[src/rtl/id_operand_stage.sv]
`timescale 1ns/1ps
// id_operand_stage: IF->ID pipeline register, instruction replay buffer for the
// one-cycle-latency instruction SRAM, and prioritised rs/rt operand forwarding
// with load-use stall request generation.
module id_operand_stage #(
    parameter int XLEN    = 32,
    parameter int NFWD    = 3,
    parameter int STALL_W = 6
) (
    input  logic                 clk,
    input  logic                 rst,
    input  logic [STALL_W-1:0]   stall,
    input  logic                 flush,
    input  logic                 if_ce,
    input  logic [XLEN-1:0]      if_pc,
    input  logic [31:0]          inst_rdata,
    input  logic [NFWD-1:0]      fwd_we,
    input  logic [5*NFWD-1:0]    fwd_waddr,
    input  logic [XLEN*NFWD-1:0] fwd_wdata,
    input  logic [NFWD-1:0]      fwd_ready,
    output logic [4:0]           rf_raddr1,
    output logic [4:0]           rf_raddr2,
    input  logic [XLEN-1:0]      rf_rdata1,
    input  logic [XLEN-1:0]      rf_rdata2,
    input  logic                 use_src1,
    input  logic                 use_src2,
    output logic                 id_valid,
    output logic [XLEN-1:0]      id_pc,
    output logic [31:0]          id_inst,
    output logic [XLEN-1:0]      src1,
    output logic [XLEN-1:0]      src2,
    output logic                 stallreq
);

    typedef enum logic {
        EMPTY = 1'b0,
        HELD  = 1'b1
    } hold_state_t;

    hold_state_t hold_state;
    hold_state_t hold_state_next;
    logic [31:0] hold_inst;
    logic [31:0] hold_inst_next;
    logic        hold_v;
    logic        id_stall;
    logic        ex_stall;
    logic        bubble;
    logic        hazard1;
    logic        hazard2;
    logic        stall_unused;

    assign id_stall     = stall[1];
    assign ex_stall     = stall[2];
    assign bubble       = id_stall & ~ex_stall;
    assign stall_unused = ^{stall[0], stall[STALL_W-1:3]};

    // IF->ID register: flush beats bubble beats load; otherwise the slot holds.
    always_ff @(posedge clk or posedge rst) begin
        if (rst) begin
            id_valid <= 1'b0;
            id_pc    <= '0;
        end else if (flush || bubble) begin
            id_valid <= 1'b0;
            id_pc    <= '0;
        end else if (!id_stall) begin
            id_valid <= if_ce;
            id_pc    <= if_pc;
        end
    end

    // Replay buffer state register; the SRAM word is only presented for one cycle.
    always_ff @(posedge clk or posedge rst) begin
        if (rst) begin
            hold_state <= EMPTY;
            hold_inst  <= '0;
        end else begin
            hold_state <= hold_state_next;
            hold_inst  <= hold_inst_next;
        end
    end

    // Capture the live SRAM word when a valid slot starts being held; drop it on release.
    always_comb begin
        hold_state_next = hold_state;
        hold_inst_next  = hold_inst;
        case (hold_state)
            EMPTY: begin
                if (id_valid && id_stall && ex_stall && !flush) begin
                    hold_state_next = HELD;
                    hold_inst_next  = inst_rdata;
                end
            end
            HELD: begin
                if (flush || bubble || !id_stall) begin
                    hold_state_next = EMPTY;
                end
            end
        endcase
    end

    assign hold_v    = (hold_state == HELD);
    assign id_inst   = !id_valid ? 32'd0 : (hold_v ? hold_inst : inst_rdata);
    assign rf_raddr1 = id_inst[25:21];
    assign rf_raddr2 = id_inst[20:16];

    // Operand resolution: scan oldest to youngest so the youngest match ends up winning.
    always_comb begin
        src1    = rf_rdata1;
        src2    = rf_rdata2;
        hazard1 = 1'b0;
        hazard2 = 1'b0;
        for (int i = NFWD - 1; i >= 0; i--) begin
            if (fwd_we[i] && (fwd_waddr[5*i +: 5] == rf_raddr1)) begin
                src1    = fwd_wdata[XLEN*i +: XLEN];
                hazard1 = ~fwd_ready[i];
            end
            if (fwd_we[i] && (fwd_waddr[5*i +: 5] == rf_raddr2)) begin
                src2    = fwd_wdata[XLEN*i +: XLEN];
                hazard2 = ~fwd_ready[i];
            end
        end
        if (rf_raddr1 == 5'd0) begin
            src1    = '0;
            hazard1 = 1'b0;
        end
        if (rf_raddr2 == 5'd0) begin
            src2    = '0;
            hazard2 = 1'b0;
        end
    end

    assign stallreq = id_valid & ((use_src1 & hazard1) | (use_src2 & hazard2));

endmodule
[config.mk]
export PLATFORM = sky130hd
export DESIGN_NAME = id_operand_stage
export DESIGN_NICKNAME = d
export VERILOG_FILES = /design/src/rtl/id_operand_stage.sv
export SDC_FILE = /design/constraint.sdc
export NUM_CORES = 1
export LEC_CHECK = 0
export ABC_AREA = 1
export BUFFER_PORTS_ARGS = -buffer_cell sky130_fd_sc_hd__buf_4
export CAP_MARGIN = 20
export CORE_AREA = 4 4 154 156
export CTS_CLUSTER_SIZE = 20
export DETAILED_ROUTE_END_ITERATION = 8
export DIE_AREA = 0 0 158 160
export SYNTH_ARGS = -nofsm -noshare
export SYNTH_HDL_FRONTEND = slang
export SYNTH_SLANG_ARGS = --single-unit
[constraint.sdc]
create_clock -name clk -period 3.5 [get_ports clk]
set_input_delay 1.05 -clock clk [delete_from_list [all_inputs] [get_ports clk]]
set_output_delay 1.05 -clock clk [all_outputs]
set_load 0.03 [all_outputs]
==> results.py <==
metrics = {
    "timing": {
        "tightest_slew_ps": 890,
        "clock-skew-final_ps": 7.36,
        "fin_crit_ps": 3690,
        "timing_hold_violations_final": 0,
        "final_min_period_over_clock_period_pct": 105,
        "setup_ws_ps": -192,
        "report.final.setup_viol": 65,
        "clock.fmax_mhz": 271,
        "slew_headroom_pct": 40.7,
        "grt_setup_unrepaired": "yes",
        "timing_max_transition_violations_final": 0,
        "setup_tns_ps": -7510,
    },
    "die": {
        "floorplan.die_area_um2": 25300,
        "die_x_um": 158,
        "placeableCoreArea_um2": 22400,
        "initial_utilization_pct": 29.2,
        "core.rowCount": 55,
        "floorplan.die.height_um": 160,
        "num_io_pins": 397,
    },
    "placement": {
        "place_congestion": 0.919,
        "port-buffer-count": 392,
        "place_hpwl_um": 24000,
        "placed_cells": 1817,
    },
    "setup_path": {
        "worst_r2r_endpoint": "hold_inst[17]$_DFFE_PP0P_",
        "critical_path_peak_fanout": 8,
        "crit_start": "inst_rdata[20]",
        "crit_required_ps": 2450,
        "end_kind": "primary output",
        "timing.critical_path.from_type": "input pin",
        "timing_worst_setup_path_type": "input pin to primary output",
        "critical_path.endpoint": "src2[22]",
        "worstPathArrival_ps": 2640,
        "r2r_setup_slack_ps": 1780,
        "r2r_cells": 5,
        "regToRegStartpoint": "hold_state$_DFF_PP0_",
    },
    "cts": {
        "cts.reportedPaths.clkPinSlew_ps": 50,
        "cts_tree": "done",
        "cts.sink_count": 66,
        "cts_hold_buffers": 0,
        "max-clock-path-buffers": 2,
        "clk_latency_ps": 330,
        "tritoncts.num_buffers": 9,
        "cts_root_buffer": "sky130_fd_sc_hd__clkbuf_16",
        "cts_max_level": 3,
    },
    "synthesis": {
        "mappedNetlistNets": 1427,
        "synth_top_area_cell": "sky130_fd_sc_hd__dfrtp_1",
        "ys_seq_elements": 66,
        "async_flop_share_pct": 100,
        "synth.area.top_cells": "sky130_fd_sc_hd__dfrtp_1, sky130_fd_sc_hd__nand2_1, sky130_fd_sc_hd__inv_1, sky130_fd_sc_hd__o21ai_0, sky130_fd_sc_hd__nor2_1",
        "synthCells": 1170,
        "synth_edf_count": 0,
        "synth_seq_area_share_pct": 25.3,
        "netlist_area_um2": 6530,
        "post-synth-top-count-cell": "sky130_fd_sc_hd__nand2_1",
        "synth_ff_type": "sky130_fd_sc_hd__dfrtp_1",
        "synth_top_cell_area_share_pct": 25.3,
        "mean_instance_size_in_the_synthesized_netlist_um2": 5.58,
        "yosysUniqueCellTypes": 26,
        "post_synth_most_frequent_cells": "sky130_fd_sc_hd__nand2_1, sky130_fd_sc_hd__inv_1, sky130_fd_sc_hd__nor2_1",
        "ys.warnings.count": 0,
    },
    "run_status": {
        "failed_checks": "negative setup slack",
        "status": "finished with violations",
    },
    "cells_and_area": {
        "final_cells": 1888,
        "num-fill-cells": 2030,
        "layout.nets": 1854,
        "area_growth_pct": 104,
        "drive_above_1_share_pct": 53.2,
        "finish.utilization_pct": 59.4,
    },
    "detailed_routing": {
        "via_count": 9598,
        "detail-route-antenna-nets": 0,
        "detail_route.vias_per_cell": 5.08,
        "drt-initial-drc-count": 559,
        "drcViolationCount": 0,
        "detail_route.wl_per_cell_um": 19.9,
        "finalWirelength_um": 37600,
        "detail_route.first_pass.iterations": 7,
    },
    "grt": {
        "largest_net_degree_at_the_start_of_global_routing": 67,
        "gr-total-overflow": 0,
        "first_global_vias": 8831,
        "grt.total_usage_pct": 24.9,
        "grt_first_pass_wirelength_um": 49500,
        "grt_antenna_before_repair": 1,
    },
    "pwr": {
        "static-leakage-power_nw": 7.02,
        "powerDensity_nw_per_um2": 249,
        "ir_drop_mv": 0.345,
        "p_total_w": 0.00330,
    },
    "hold_path": {
        "min_path_type": "register to register",
    },
    "flow_run": {
        "drv.max_cap_violation_count": 0,
    },
}
[sequential cells by signal (all words and copies together) (netlist names)]
register,count
hold_state,1
id_valid,1
hold_inst,32
id_pc,32
[worst min path at each step]
stage | slack (ps) | from | cells past startpoint | endpoint
global route | 490 | hold_inst[29]$_DFFE_PP0P_ | 2 | hold_inst[29]$_DFFE_PP0P_
finish | 480 | id_pc[0]$_DFFE_PP0N_ | 2 | id_pc[0]$_DFFE_PP0N_
global placement | 460 | hold_inst[31]$_DFFE_PP0P_ | 2 | hold_inst[31]$_DFFE_PP0P_
detailed placement | 470 | hold_inst[6]$_DFFE_PP0P_ | 2 | hold_inst[6]$_DFFE_PP0P_
floorplan | 450 | hold_inst[0]$_DFFE_PP0P_ | 2 | hold_inst[0]$_DFFE_PP0P_
CTS | 480 | hold_inst[6]$_DFFE_PP0P_ | 2 | hold_inst[6]$_DFFE_PP0P_
[through the flow]
step	hold WS, ps	area (um^2)	worst slack (ps)
2_1_floorplan	448	6990	-55.8
3_3_place_gp	463	10400	-267
3_5_place_dp	468	10400	-290
4_1_cts	484	11500	-208
5_1_grt	494	13300	-271
6_report	484	13300	-192
[where the power goes]
| part | total [W] | leakage, nW | switching (W) | internal (W) |
|---|---|---|---|---|
| combinational | 0.00147 | 6.00 | 0.000816 | 0.000655 |
| sequential | 0.000910 | 0.867 | 0.0000507 | 0.000859 |
| clock | 0.000921 | 0.149 | 0.000350 | 0.000572 |
| total | 0.00330 | 7.02 | 0.00122 | 0.00209 |
[repair_timing]
item	CTS	global route
resized for setup	167	332
cloned	9	21
pin swaps	13	74
endpoints found under the setup margin	65	65
setup buffers	9	17
endpoints found under the hold margin	0	0
[logic make-up after synthesis]
| kind of cell | share of synthesized area, % |
|---|---|
| simple gates | 35.3 |
| buf+inv | 20.0 |
| compound gates | 18.6 |
| flops | 25.3 |
| mux | 0.690 |
| xor+xnor | 0.134 |
[critical path: stages]
cell	delay [ps]
sky130_fd_sc_hd__buf_8	80
sky130_fd_sc_hd__nand2_4	50
sky130_fd_sc_hd__nand2_4	100
sky130_fd_sc_hd__nand2_4	70
sky130_fd_sc_hd__buf_6	130
sky130_fd_sc_hd__nand2_2	50
sky130_fd_sc_hd__nand2_2	70
sky130_fd_sc_hd__nor2_4	100
sky130_fd_sc_hd__nand3_4	80
sky130_fd_sc_hd__buf_12	160
sky130_fd_sc_hd__buf_12	150
sky130_fd_sc_hd__nor2_1	130
sky130_fd_sc_hd__nor2_1	100
sky130_fd_sc_hd__a21oi_4	160
sky130_fd_sc_hd__buf_6	160
[area by class of cell]
cell class	count	area, um^2	share of cell area (%)
diodes	1	2.50	0.0188
well taps	285	357	2.68
multi-input cells	800	5300	39.9
clock buffers	10	239	1.80
inverters	225	878	6.61
flip-flops and latches	66	1650	12.4
clock inverters	6	65.1	0.490
repair buffers	495	4790	36.0
[routing by layer]
metal | track usage, % | vias up | part of all wire (%)
li1 | - | 4468 | -
met1 | 29.0 | 4420 | 35
met2 | 42.2 | 557 | 48
met3 | 6.23 | 153 | 11
met4 | 12.6 | 0 | 7.1
met5 | 0 | - | 0
[cell usage in the layout (no fill, tap or decap), types with 7 or more instances in the layout]
cell type                   Yosys  final
sky130_fd_sc_hd__a21oi_1       89     25
sky130_fd_sc_hd__clkbuf_16      0     26
sky130_fd_sc_hd__nor2_4         2     27
sky130_fd_sc_hd__nand2_2        5     63
sky130_fd_sc_hd__nand3_4        1     21
sky130_fd_sc_hd__inv_1        221    214
sky130_fd_sc_hd__inv_4          0      7
sky130_fd_sc_hd__nand4_1        8      8
sky130_fd_sc_hd__nor2_1       155     87
sky130_fd_sc_hd__buf_6         11     76
sky130_fd_sc_hd__nand2_4        0     35
sky130_fd_sc_hd__o21ai_0      150     93
sky130_fd_sc_hd__o21ai_1        1     48
sky130_fd_sc_hd__nand3_1       88     20
sky130_fd_sc_hd__buf_12         0     24
sky130_fd_sc_hd__o21ai_2        0      9
sky130_fd_sc_hd__nand2_1      282    189
sky130_fd_sc_hd__a21oi_2        1     34
sky130_fd_sc_hd__dfrtp_1       66     65
sky130_fd_sc_hd__nand3_2        7     55
sky130_fd_sc_hd__buf_4         17    367
sky130_fd_sc_hd__buf_16         0      7
sky130_fd_sc_hd__nor2_2         1     44
sky130_fd_sc_hd__a21oi_4        0     31
Power figures use the tool's default switching activity.
